<file path="src/rtl/uart_tx_fifo.sv">
`default_nettype none
// ============================================================================
// Module   : uart_tx_fifo
// Function : UART transmitter with a transmit FIFO, configurable word length,
//            parity and stop bits, and state/bit/level debug outputs.
// Revision : 1.0
// ============================================================================
module uart_tx_fifo #(
    parameter int CLK_FREQ    = 50_000_000,
    parameter int BAUD_RATE   = 9600,
    parameter int Word_Len    = 8,
    parameter int PARITY_MODE = 0,
    parameter int STOP_BITS   = 1,
    parameter int FIFO_DEPTH  = 8
) (
    input  logic                          clk,
    input  logic                          reset,
    input  logic [Word_Len-1:0]           tx_data_in,
    input  logic                          tx_data_valid,
    output logic                          tx_data_ready,
    output logic                          Uart_Tx,
    output logic                          tx_busy,
    output logic [$clog2(FIFO_DEPTH):0]   fifo_count,
    output logic [2:0]                    current_state_out,
    output logic [5:0]                    bit_counter_out
);

    localparam int c_BAUD_DIV = CLK_FREQ / BAUD_RATE;
    localparam int c_BAUD_W   = (c_BAUD_DIV > 2) ? $clog2(c_BAUD_DIV) : 1;
    localparam logic [c_BAUD_W-1:0] c_BAUD_LAST = c_BAUD_W'(c_BAUD_DIV - 1);
    localparam int c_PTR_W    = $clog2(FIFO_DEPTH);
    localparam int c_CNT_W    = c_PTR_W + 1;
    localparam logic [c_CNT_W-1:0] c_FULL = c_CNT_W'(FIFO_DEPTH);
    localparam bit c_HAS_PARITY = (PARITY_MODE == 1) || (PARITY_MODE == 2);
    localparam logic [5:0] c_LAST_DATA = 6'(Word_Len - 1);
    localparam logic [5:0] c_LAST_STOP = 6'(STOP_BITS - 1);
    localparam logic [5:0] c_WORD_LEN  = 6'(Word_Len);

    typedef enum logic [2:0] {
        S_IDLE   = 3'd0,
        S_START  = 3'd1,
        S_DATA   = 3'd2,
        S_STOP   = 3'd3,
        S_PARITY = 3'd4
    } state_t;

    state_t                r_state;
    logic [c_BAUD_W-1:0]   r_baud;
    logic [5:0]            r_bit_idx;
    logic [Word_Len-1:0]   r_shift;
    logic                  r_parity;
    logic                  r_tx;

    logic [Word_Len-1:0]   r_mem [FIFO_DEPTH];
    logic [c_PTR_W-1:0]    r_wr_ptr;
    logic [c_PTR_W-1:0]    r_rd_ptr;
    logic [c_CNT_W-1:0]    r_count;

    logic                  w_push;
    logic                  w_pop;
    logic                  w_bit_end;
    logic                  w_stop_last;
    logic                  w_line;
    logic [Word_Len-1:0]   w_head;
    logic                  w_head_parity;

    assign tx_data_ready = (r_count != c_FULL);
    assign w_push        = tx_data_valid && tx_data_ready;
    assign w_bit_end     = (r_baud == c_BAUD_LAST);
    assign w_stop_last   = (r_state == S_STOP) && w_bit_end && (r_bit_idx == c_LAST_STOP);
    assign w_pop         = (r_count != '0) && ((r_state == S_IDLE) || w_stop_last);
    assign w_head        = r_mem[r_rd_ptr];
    assign w_head_parity = (PARITY_MODE == 1) ? ~^w_head : ^w_head;

    // FIFO storage carries no reset; only pointers and level define validity.
    always_ff @(posedge clk) begin
        if (w_push) begin
            r_mem[r_wr_ptr] <= tx_data_in;
        end
    end

    always_ff @(posedge clk or posedge reset) begin
        if (reset) begin
            r_wr_ptr <= '0;
            r_rd_ptr <= '0;
            r_count  <= '0;
        end else begin
            if (w_push) begin
                r_wr_ptr <= r_wr_ptr + 1'b1;
            end
            if (w_pop) begin
                r_rd_ptr <= r_rd_ptr + 1'b1;
            end
            case ({w_push, w_pop})
                2'b10:   r_count <= r_count + 1'b1;
                2'b01:   r_count <= r_count - 1'b1;
                default: r_count <= r_count;
            endcase
        end
    end

    always_comb begin
        w_line = 1'b1;
        case (r_state)
            S_START:  w_line = 1'b0;
            S_DATA:   w_line = r_shift[0];
            S_PARITY: w_line = r_parity;
            default:  w_line = 1'b1;
        endcase
    end

    // The line is a registered copy of the state-derived level, so it trails
    // the state by one clock and is glitch-free.
    always_ff @(posedge clk or posedge reset) begin
        if (reset) begin
            r_state   <= S_IDLE;
            r_baud    <= '0;
            r_bit_idx <= '0;
            r_shift   <= '0;
            r_parity  <= 1'b0;
            r_tx      <= 1'b1;
        end else begin
            r_tx <= w_line;
            case (r_state)
                S_IDLE: begin
                    r_baud    <= '0;
                    r_bit_idx <= '0;
                    if (w_pop) begin
                        r_shift  <= w_head;
                        r_parity <= w_head_parity;
                        r_state  <= S_START;
                    end
                end
                S_START: begin
                    if (w_bit_end) begin
                        r_baud    <= '0;
                        r_bit_idx <= '0;
                        r_state   <= S_DATA;
                    end else begin
                        r_baud <= r_baud + 1'b1;
                    end
                end
                S_DATA: begin
                    if (w_bit_end) begin
                        r_baud  <= '0;
                        r_shift <= r_shift >> 1;
                        if (r_bit_idx == c_LAST_DATA) begin
                            r_bit_idx <= '0;
                            r_state   <= c_HAS_PARITY ? S_PARITY : S_STOP;
                        end else begin
                            r_bit_idx <= r_bit_idx + 1'b1;
                        end
                    end else begin
                        r_baud <= r_baud + 1'b1;
                    end
                end
                S_PARITY: begin
                    if (w_bit_end) begin
                        r_baud    <= '0;
                        r_bit_idx <= '0;
                        r_state   <= S_STOP;
                    end else begin
                        r_baud <= r_baud + 1'b1;
                    end
                end
                S_STOP: begin
                    if (w_bit_end) begin
                        r_baud <= '0;
                        if (r_bit_idx == c_LAST_STOP) begin
                            r_bit_idx <= '0;
                            if (w_pop) begin
                                r_shift  <= w_head;
                                r_parity <= w_head_parity;
                                r_state  <= S_START;
                            end else begin
                                r_state <= S_IDLE;
                            end
                        end else begin
                            r_bit_idx <= r_bit_idx + 1'b1;
                        end
                    end else begin
                        r_baud <= r_baud + 1'b1;
                    end
                end
                default: begin
                    r_baud    <= '0;
                    r_bit_idx <= '0;
                    r_state   <= S_IDLE;
                end
            endcase
        end
    end

    assign Uart_Tx           = r_tx;
    assign tx_busy           = (r_state != S_IDLE) || (r_count != '0);
    assign fifo_count        = r_count;
    assign current_state_out = r_state;
    assign bit_counter_out   = (r_state == S_DATA)   ? r_bit_idx  :
                               (r_state == S_PARITY) ? c_WORD_LEN : 6'd0;

endmodule
`default_nettype wire
</file>
<file path="config.mk">
export PLATFORM = sky130hd
export DESIGN_NAME = uart_tx_fifo
export DESIGN_NICKNAME = d
export VERILOG_FILES = /design/src/rtl/uart_tx_fifo.sv
export SDC_FILE = /design/constraint.sdc
export NUM_CORES = 1
export LEC_CHECK = 0
export ABC_CLOCK_PERIOD_IN_PS = 3830
export CORE_MARGIN = 2
export CORE_UTILIZATION = 50
export CTS_CLUSTER_SIZE = 14
export DETAILED_ROUTE_END_ITERATION = 8
export PLACE_DENSITY = 0.71
export SYNTH_ARGS = -nofsm -noshare
export SYNTH_HDL_FRONTEND = slang
export SYNTH_SLANG_ARGS = --single-unit
</file>
<file path="constraint.sdc">
create_clock -name clk -period 3.83 [get_ports clk]
set_clock_uncertainty 0.2 [all_clocks]
set_input_delay 0.5745 -clock clk [delete_from_list [all_inputs] [get_ports clk]]
set_output_delay 0.5745 -clock clk [all_outputs]
set_load 0.05 [all_outputs]
</file>
; After elaboration in Yosys (flattened, before gate mapping)
; Memory sizes are Yosys's and may differ from the RTL's.
; Index checks and enable logic that the tools add are counted.
[word_totals]
word_cells = 85
out_inout_bits = 16
mem_bits_rw = 64
mem_count = 1
regBits = 42
[mem_list]
columns = name, depth, width, rd, rd_ports_with_merged_regs, write_ports, line
row1 = r_mem, 8, 8, 1, 0, 1, 54  ; logic [Word_Len-1:0] r_mem [FIFO_DEPTH];
[classes]
n_mux = 32
eq_ne = 17
addsub = 6
reduce_logical = 20
[ops]
columns = cell, n
row1 = two-way mux 6 bit, 6
row2 = two-way mux 8 bit, 4
row3 = two-way mux 13 bit, 2
row4 = one-hot mux 8 bit (3 select lines), 1
row5 = two-way mux 3 bit, 7
row6 = one-hot mux 6 bit (3 select lines), 1
row7 = one-hot mux 3 bit (5 select lines), 1
row8 = "adder 13 x 1 -> 13 bit, second input constant", 1
row9 = "equality test 13 bit, second input constant", 1
row10 = "!= test 2 bit, second input constant", 6
row11 = one-hot mux 4 bit (2 select lines), 1
row12 = XOR reduction 8 bit, 1
row13 = AND reduction 7 bit, 1
row14 = "adder 3 x 1 -> 3 bit, second input constant", 2
row15 = "adder 6 x 1 -> 6 bit, second input constant", 1
row16 = "equality test 3 x 2 -> 1 bit, second input constant", 2
row17 = "equality test 6 x 3 -> 1 bit, second input constant", 1
row18 = zero test 6 bit, 1
row19 = two-way mux 1 bit, 6
row20 = AND reduction 3 bit, 2
row21 = nonzero test 3 bit, 2
row22 = "adder 4 x 1 -> 4 bit, second input constant", 1
row23 = logical AND 1 bit, 4
row24 = two-way mux 4 bit, 1
row25 = 16 further kinds, 19

; Logic depth before layout (Yosys ltp)
; Gate-level depths: netlist of run 1.
[depth]
ltp_word = 9
depth_mapped = 12
ltp_nobuf = 12

; Least setup slack after synthesis of run 1
; OpenSTA, ideal clock, no wires.
[synth_path]
kind = flip-flop to flip-flop
from = reg r_count[1], in the netlist fifo_count[1]
to = reg r_count[2], in the netlist fifo_count[2]
arrival_time_ps = 2969
required_ps = 3485
path_buffers = 1
period_less_slack_ps = 3315
setup_ps = 145
slack_ps = 515
path_stages_with_launch = 10
path_cell_list = dfrtp_1 -> buf_6 -> or4b_1 -> nand2_1 -> ha_1 -> xor2_1 -> ha_1 -> a311oi_1 -> mux2i_1 -> xnor2_1
[synth_between]
elab_chain_len = 4
[synth_rtl]
columns = element, line
row1 = from (decl), 57  ; logic [c_CNT_W-1:0] r_count;
row2 = from (signal assigned), 95  ; 2'b10: r_count <= r_count + 1'b1;
row3 = from (signal assigned), 96  ; 2'b01: r_count <= r_count - 1'b1;
row4 = from (signal assigned), 97  ; default: r_count <= r_count;
row5 = != test 4 bit *, 67  ; assign tx_data_ready = (r_count != c_FULL);
row6 = net tx_data_ready, 20  ; output logic tx_data_ready,
row7 = logical AND 1 bit *, 68  ; assign w_push = tx_data_valid && tx_data_ready;
row8 = equality test 2 x 1 -> 1 bit / equality test 2 bit (equally long branches), 94  ; case ({w_push, w_pop})
row9 = one-hot mux 4 bit (2 select lines) / nonzero test 2 bit (equally long branches), --
; The timed path passes the listed nets; every way through them passes the cells marked *.
; A chain may end at the register's enable or synchronous reset.

; Worst setup path after layout of run 1
[layout_path]
from = reg r_count[1], in the netlist fifo_count[1]
to = out tx_busy
[layout_between]
elab_chain_len = 2
[layout_rtl]
columns = element, line
row1 = nonzero test 4 bit, 195  ; assign tx_busy = (r_state != S_IDLE) || (r_count != '0);
row2 = logical OR 1 bit, 195
row3 = to (decl), 22  ; output logic tx_busy,
; Every way passes these cells.

==> results of run 1 <==
## per-layer routing
| layer | global-route usage | wire (um) | vias up |
|---|---|---|---|
| met5 | 0 | 0 | - |
| met3 | 0.0342 | 223 | 7 |
| met2 | 0.301 | 4270 | 37 |
| met4 | 0.0472 | 88 | 0 |
| met1 | 0.227 | 3670 | 1399 |
| li1 | - | - | 1331 |
## through the flow
stage / instance area [um^2] / util / instances
final: 5400 / 0.582 / 509
after global routing: 5400 / 0.582 / 509
after CTS: 5400 / 0.582 / 509
after detailed placement: 5200 / 0.560 / 493
after global placement: 5200 / 0.560 / 493
after floorplan: 4800 / - / 342
## flip-flops by register name (all words and copies together), names as in the netlist
name / count
r_mem: 64
r_baud: 13
r_shift: 8
r_bit_idx: 6
fifo_count: 4
r_rd_ptr: 3
r_wr_ptr: 3
current_state_out: 2
Uart_Tx: 1
## path summary, 6_finish.rpt
kind | startpoint | to | slack [ns]
worst max-delay path | fifo_count[1]$_DFFE_PP0P_ | tx_busy | 0.62
worst max register to register | r_baud[0]$_DFF_PP0_ | fifo_count[2]$_DFFE_PP0P_ | 0.68
min in group asynchronous | reset | r_shift[4]$_DFFE_PP0P_ | 0.44
worst min register to register | r_baud[0]$_DFF_PP0_ | r_baud[0]$_DFF_PP0_ | 0.27
worst min-delay path | r_baud[0]$_DFF_PP0_ | r_baud[0]$_DFF_PP0_ | 0.27
max in group asynchronous | reset | Uart_Tx$_DFF_PP1_ | 2.63
## layout make-up
class                      count  share of cell area
timing repair buffer          37              0.0630
clock buffer                   9              0.0229
multi-input combinational    212               0.320
tap                          129              0.0299
inverter                      11             0.00764
clock inverter                 7              0.0151
sequential                   104               0.541
## cell usage after synthesis, drive strengths merged, types with 2 or more instances
cell type | number | share of area
nor4 | 2 | 0.0026
mux4 | 16 | 0.075
xor2 | 7 | 0.013
nand2 | 29 | 0.023
dfrtp | 39 | 0.20
o21ai | 21 | 0.023
buf | 11 | 0.017
xnor2 | 9 | 0.016
nor2b | 2 | 0.0026
clkbuf | 4 | 0.0052
and3b | 3 | 0.0055
a21oi | 3 | 0.0031
nand4 | 5 | 0.0065
mux2 | 11 | 0.032
or3 | 3 | 0.0050
nor3 | 7 | 0.0073
inv | 11 | 0.0086
nor2 | 28 | 0.025
nand2b | 3 | 0.0039
nand3 | 10 | 0.011
and3 | 2 | 0.0037
ha | 12 | 0.031
and2 | 7 | 0.0091
a31oi | 2 | 0.0026
mux2i | 9 | 0.019
edfxtp | 64 | 0.40
o41ai | 2 | 0.0037
## logic make-up (layout without fill, tap and decap cells)
group	Yosys count	count (layout)	share of synthesized area
flops	104	104	0.609
fa+ha+maj	12	12	0.0313
buf+inv	26	64	0.0305
simple gates	110	110	0.124
compound gates	37	37	0.0488
other cells	1	1	0.000781
xor+xnor	16	16	0.0292
mux	36	36	0.126
## where the power goes
group	leakage, nW	internal [mW]	switching, mW
sequential	1.09	1.45	0.242
clock	0.103	0.261	0.412
combinational	0.858	0.717	0.832
## worst max-delay path, cell delays in order, from the launching register on
cell and delay, ns:
dfrtp_1 0.50, nor4_1 0.64, nand2_1 0.20, clkdlybuf4s50_1 0.74
==> impl_metrics.tcl, run 1 <==
set metrics [dict create \
    status "finished clean" \
    synth-seq-cells 104 \
    synth_cells 342 \
    slew_headroom 0.493 \
    place_hpwl_um 5520 \
    setup_violations 0 \
    async_flop_share 0.385 \
    postCtsHoldBufs 0 \
    htree_levels 3 \
    clock_path_buffers 2 \
    synthToLayoutAreaGrowth_pct 12.5 \
    crit_required_ns 3.06 \
    power_mw 3.91 \
    multi_input_area_um2 1730 \
    r2r_cells 11 \
    coreArea_um2 9280 \
    fill_cells 746 \
    netlist_area_um2 4800 \
    synth_fp_nets 365 \
    mostFrequentLayoutCells "edfxtp_1 (64), dfrtp_1 (39), nand2_1 (29)" \
    cp_max_fo 11 \
    p_leak_nw 2.05 \
    finalCriticalPeriod_ns 3.21 \
    grt_first_pass_wirelength_um 13700 \
    holdPathStages 1 \
    synth.distinct_cells 58 \
    fmax_mhz 312 \
    wire_per_inst_um 16.2 \
    drtPass1Iterations 4 \
    die_width_um 102 \
    end_kind "primary output" \
    pre_cts_ws_ns 0.706 \
    p_per_area_nw_per_um2 724 \
    nets 398 \
    cts_sinks 104 \
    synth-seq-area-share 0.609 \
    setup_ws_ns 0.621 \
    grt_max_degree 41 \
    cts_resized 0 \
    cp.arrival_ns 2.43 \
    start_util 0.517 \
    worst-setup-path-type "register to primary output" \
    grt-ovfl-total 0 \
    hold_violations 0 \
    insertion_delay_ns 0.36 \
    period_share 0.838 \
    start_kind "register" \
    n_antenna_cell 0 \
    cts_buffers 9 \
    ir_drop_uv 413 \
    maxSlewViolCount 0 \
    cts_setup_buffers 0 \
    num_vias 2774 \
    drtIter0Drc 108 \
    drtAntennaViolNets 0 \
    drcViolationCount 0 \
    grt_pass1_vias 2791 \
    cts-root-buf "clkbuf_8" \
    rsz0062_at_grt "no" \
    grtUsageTotal 0.174 \
    cts_tree "yes" \
    postSynthAreaPerCell_um2 14.0 \
    io_buffers 25 \
    vias_per_cell 5.45 \
    cts.clk_slew.worst_paths_ns 0.10 \
    gp_congestion 0.802 \
    rows 35 \
    seqCellArea_um2 2920 \
    synth_warnings 0 \
    worst_slew_pin_slew_ns 0.760 \
    dieArea_um2 10400 \
    drt_wl_total_um 8250 \
    hold_slack_ns 0.270 \
    io_pins 27 \
    final_common_cell "edfxtp_1" \
    drive_gt1_frac 0.174 \
    min_path_type "register to register" \
    tns_ns 0 \
    cap_violations 0 \
    synth_top_flop_cell "edfxtp_1" \
    die-height_um 102 \
    antenna_found_initial 0 \
    synth-edff-count 64 \
]
(Power assumes the default switching activity.)
==> inputs of run 2 (changes only) <==
--- a/config.mk
+++ b/config.mk
@@ -5,7 +5,7 @@
 export SDC_FILE = /design/constraint.sdc
 export NUM_CORES = 1
 export LEC_CHECK = 0
-export ABC_CLOCK_PERIOD_IN_PS = 3830
+export ABC_CLOCK_PERIOD_IN_PS = 3000
 export CORE_MARGIN = 2
 export CORE_UTILIZATION = 50
 export CTS_CLUSTER_SIZE = 14
==> constraint.sdc (replaced) <==
create_clock -name clk -period 3 [get_ports clk]
set_clock_uncertainty 0.2 [all_clocks]
set_input_delay 0.45 -clock clk [delete_from_list [all_inputs] [get_ports clk]]
set_output_delay 0.45 -clock clk [all_outputs]
set_load 0.05 [all_outputs]
==> run 2 against run 1 <==
  * Sequential cell count unchanged
  * Sequential power up 27%
  * Via count down 0.11%
  * Combinational power up 36%
  * Cell count up 1.6%
  * Power up 32%
  * Hold slack worse by 0.0099 ns
  * Largest cell class unchanged
  * Highest routed layer unchanged
==> impl_metrics.tcl, run 2 (synthesized netlist as in run 1, its figures left out) <==
set metrics [dict create \
    worst_slew_pin_slew_ns 0.783 \
    wire_per_inst_um 16.5 \
    htree_levels 3 \
    grtUsageTotal 0.178 \
    drtPass1Iterations 4 \
    final_common_cell "edfxtp_1" \
    insertion_delay_ns 0.37 \
    tns_ns 0 \
    reg_top3 "r_mem x64, r_baud x13, r_shift x8" \
    cts_tree "yes" \
    vias_per_cell 5.36 \
    postCtsHoldBufs 0 \
    cp_max_fo 6 \
    p_leak_nw 2.12 \
    worst-setup-path-type "register to primary output" \
    drt_wl_total_um 8550 \
    grt_max_degree 41 \
    power_mw 5.15 \
    dp_cells 501 \
    cts_buffers 9 \
    cts_sinks 104 \
    regMostFlops "r_mem" \
    drcViolationCount 0 \
    drtAntennaViolNets 0 \
    p_per_area_nw_per_um2 938 \
    cts.clk_slew.worst_paths_ns 0.10 \
    status "finished clean" \
    slew_headroom 0.478 \
    finalCriticalPeriod_ns 2.82 \
    start_kind "register" \
    mostFrequentLayoutCells "edfxtp_1 (64), dfrtp_1 (38), nand2_1 (28)" \
    io_buffers 25 \
    die_width_um 102 \
    setup_violations 0 \
    clock_path_buffers 2 \
    grt_first_pass_wirelength_um 14100 \
    gp_congestion 0.826 \
    place_hpwl_um 5680 \
    grt-ovfl-total 0 \
    n_antenna_cell 0 \
    grt_pass1_vias 2834 \
    cap_violations 0 \
    antenna_found_initial 0 \
    num_vias 2771 \
    rsz0062_at_grt "no" \
    drive_gt1_frac 0.219 \
    hold_violations 0 \
    final_area_um2 5490 \
    fmax_mhz 355 \
    die-height_um 102 \
    end_kind "primary output" \
    rows 35 \
    cp.arrival_ns 2.17 \
    io_pins 27 \
    crit_required_ns 2.35 \
    nets 406 \
    dieArea_um2 10400 \
    cts_setup_buffers 0 \
    period_share 0.939 \
    final_cell_count_no_fill 517 \
    synthToLayoutAreaGrowth_pct 14.4 \
    dpl_cell_area_um2 5270 \
    min_path_type "register to register" \
    maxSlewViolCount 0 \
    start_util 0.517 \
    coreArea_um2 9280 \
    drtIter0Drc 118 \
    largest_reg_flops 64 \
    cts-root-buf "clkbuf_8" \
    ir_drop_uv 639 \
]
run 2: cell types whose count changed in the layout (fill, tap and decap cells not counted), moves of 2 or more:
| cell | delta |
|---|---|
| buf_4 | +12 |
| clkinv_4 | -2 |
| clkdlybuf4s50_1 | -6 |
| buf_12 | +2 |
| clkinv_8 | -2 |
| inv_8 | +2 |
run 2: stage by stage:
step / worst slack [ns] / hold WS, ns / utilization
after detailed placement: 0.0819 / 0.247 / 0.568
final: 0.183 / 0.260 / 0.592
after floorplan: 0.0590 / 0.224 / -
after global routing: 0.0161 / 0.292 / 0.592
after global placement: 0.240 / 0.233 / 0.568
after CTS: 0.0580 / 0.262 / 0.590
run 2: final cells by class:
| cell class | instances | area, um^2 |
|---|---|---|
| fill | 758 | 3790 |
| inverter | 11 | 41.3 |
| tap | 129 | 161 |
| clock buffer | 10 | 128 |
| sequential | 104 | 2930 |
| multi-input combinational | 212 | 1750 |
| clock inverter | 6 | 80.1 |
| timing repair buffer | 45 | 410 |
run 2: path summary, 6_finish.rpt:
path                       depth (start not counted)                   endpoint                        startpoint  slack (ns)
min in group asynchronous                          3     r_shift[2]$_DFFE_PP0P_                             reset        0.30
hold reg to reg                                    1        r_baud[0]$_DFF_PP0_               r_baud[0]$_DFF_PP0_        0.26
setup / recovery                                   4                    tx_busy  current_state_out[0]$_DFFE_PP0P_        0.18
setup reg to reg                                  11  fifo_count[2]$_DFFE_PP0P_               r_baud[0]$_DFF_PP0_        0.23
max in group asynchronous                          3  fifo_count[1]$_DFFE_PP0P_                             reset        1.92
hold / removal                                     1        r_baud[0]$_DFF_PP0_               r_baud[0]$_DFF_PP0_        0.26
run 2: timing repair:
item,CTS,global route
endpoints found under the hold margin,0,0
endpoints found under the setup margin,0,1
resized for setup,0,3
run 2: critical path, stage by stage (launching register included):
cell and delay, ns:
dfrtp_1 0.44, inv_1 0.12, ha_1 0.30, nand2_1 0.14
clkdlybuf4s50_1 0.81
run 2: report_power, final:
part	internal, mW	switching (mW)	leakage, nW
logic	0.989	1.12	0.918
clock network	0.408	0.493	0.108
registers	1.85	0.292	1.09
run 2: metal layers:
| layer | vias to the layer above | track usage | routed length [um] |
|---|---|---|---|
| met4 | 0 | 0.0523 | 93 |
| met3 | 9 | 0.0438 | 269 |
| met2 | 36 | 0.292 | 4280 |
| met1 | 1375 | 0.240 | 3910 |
| met5 | - | 0 | 0 |
| li1 | 1351 | - | - |
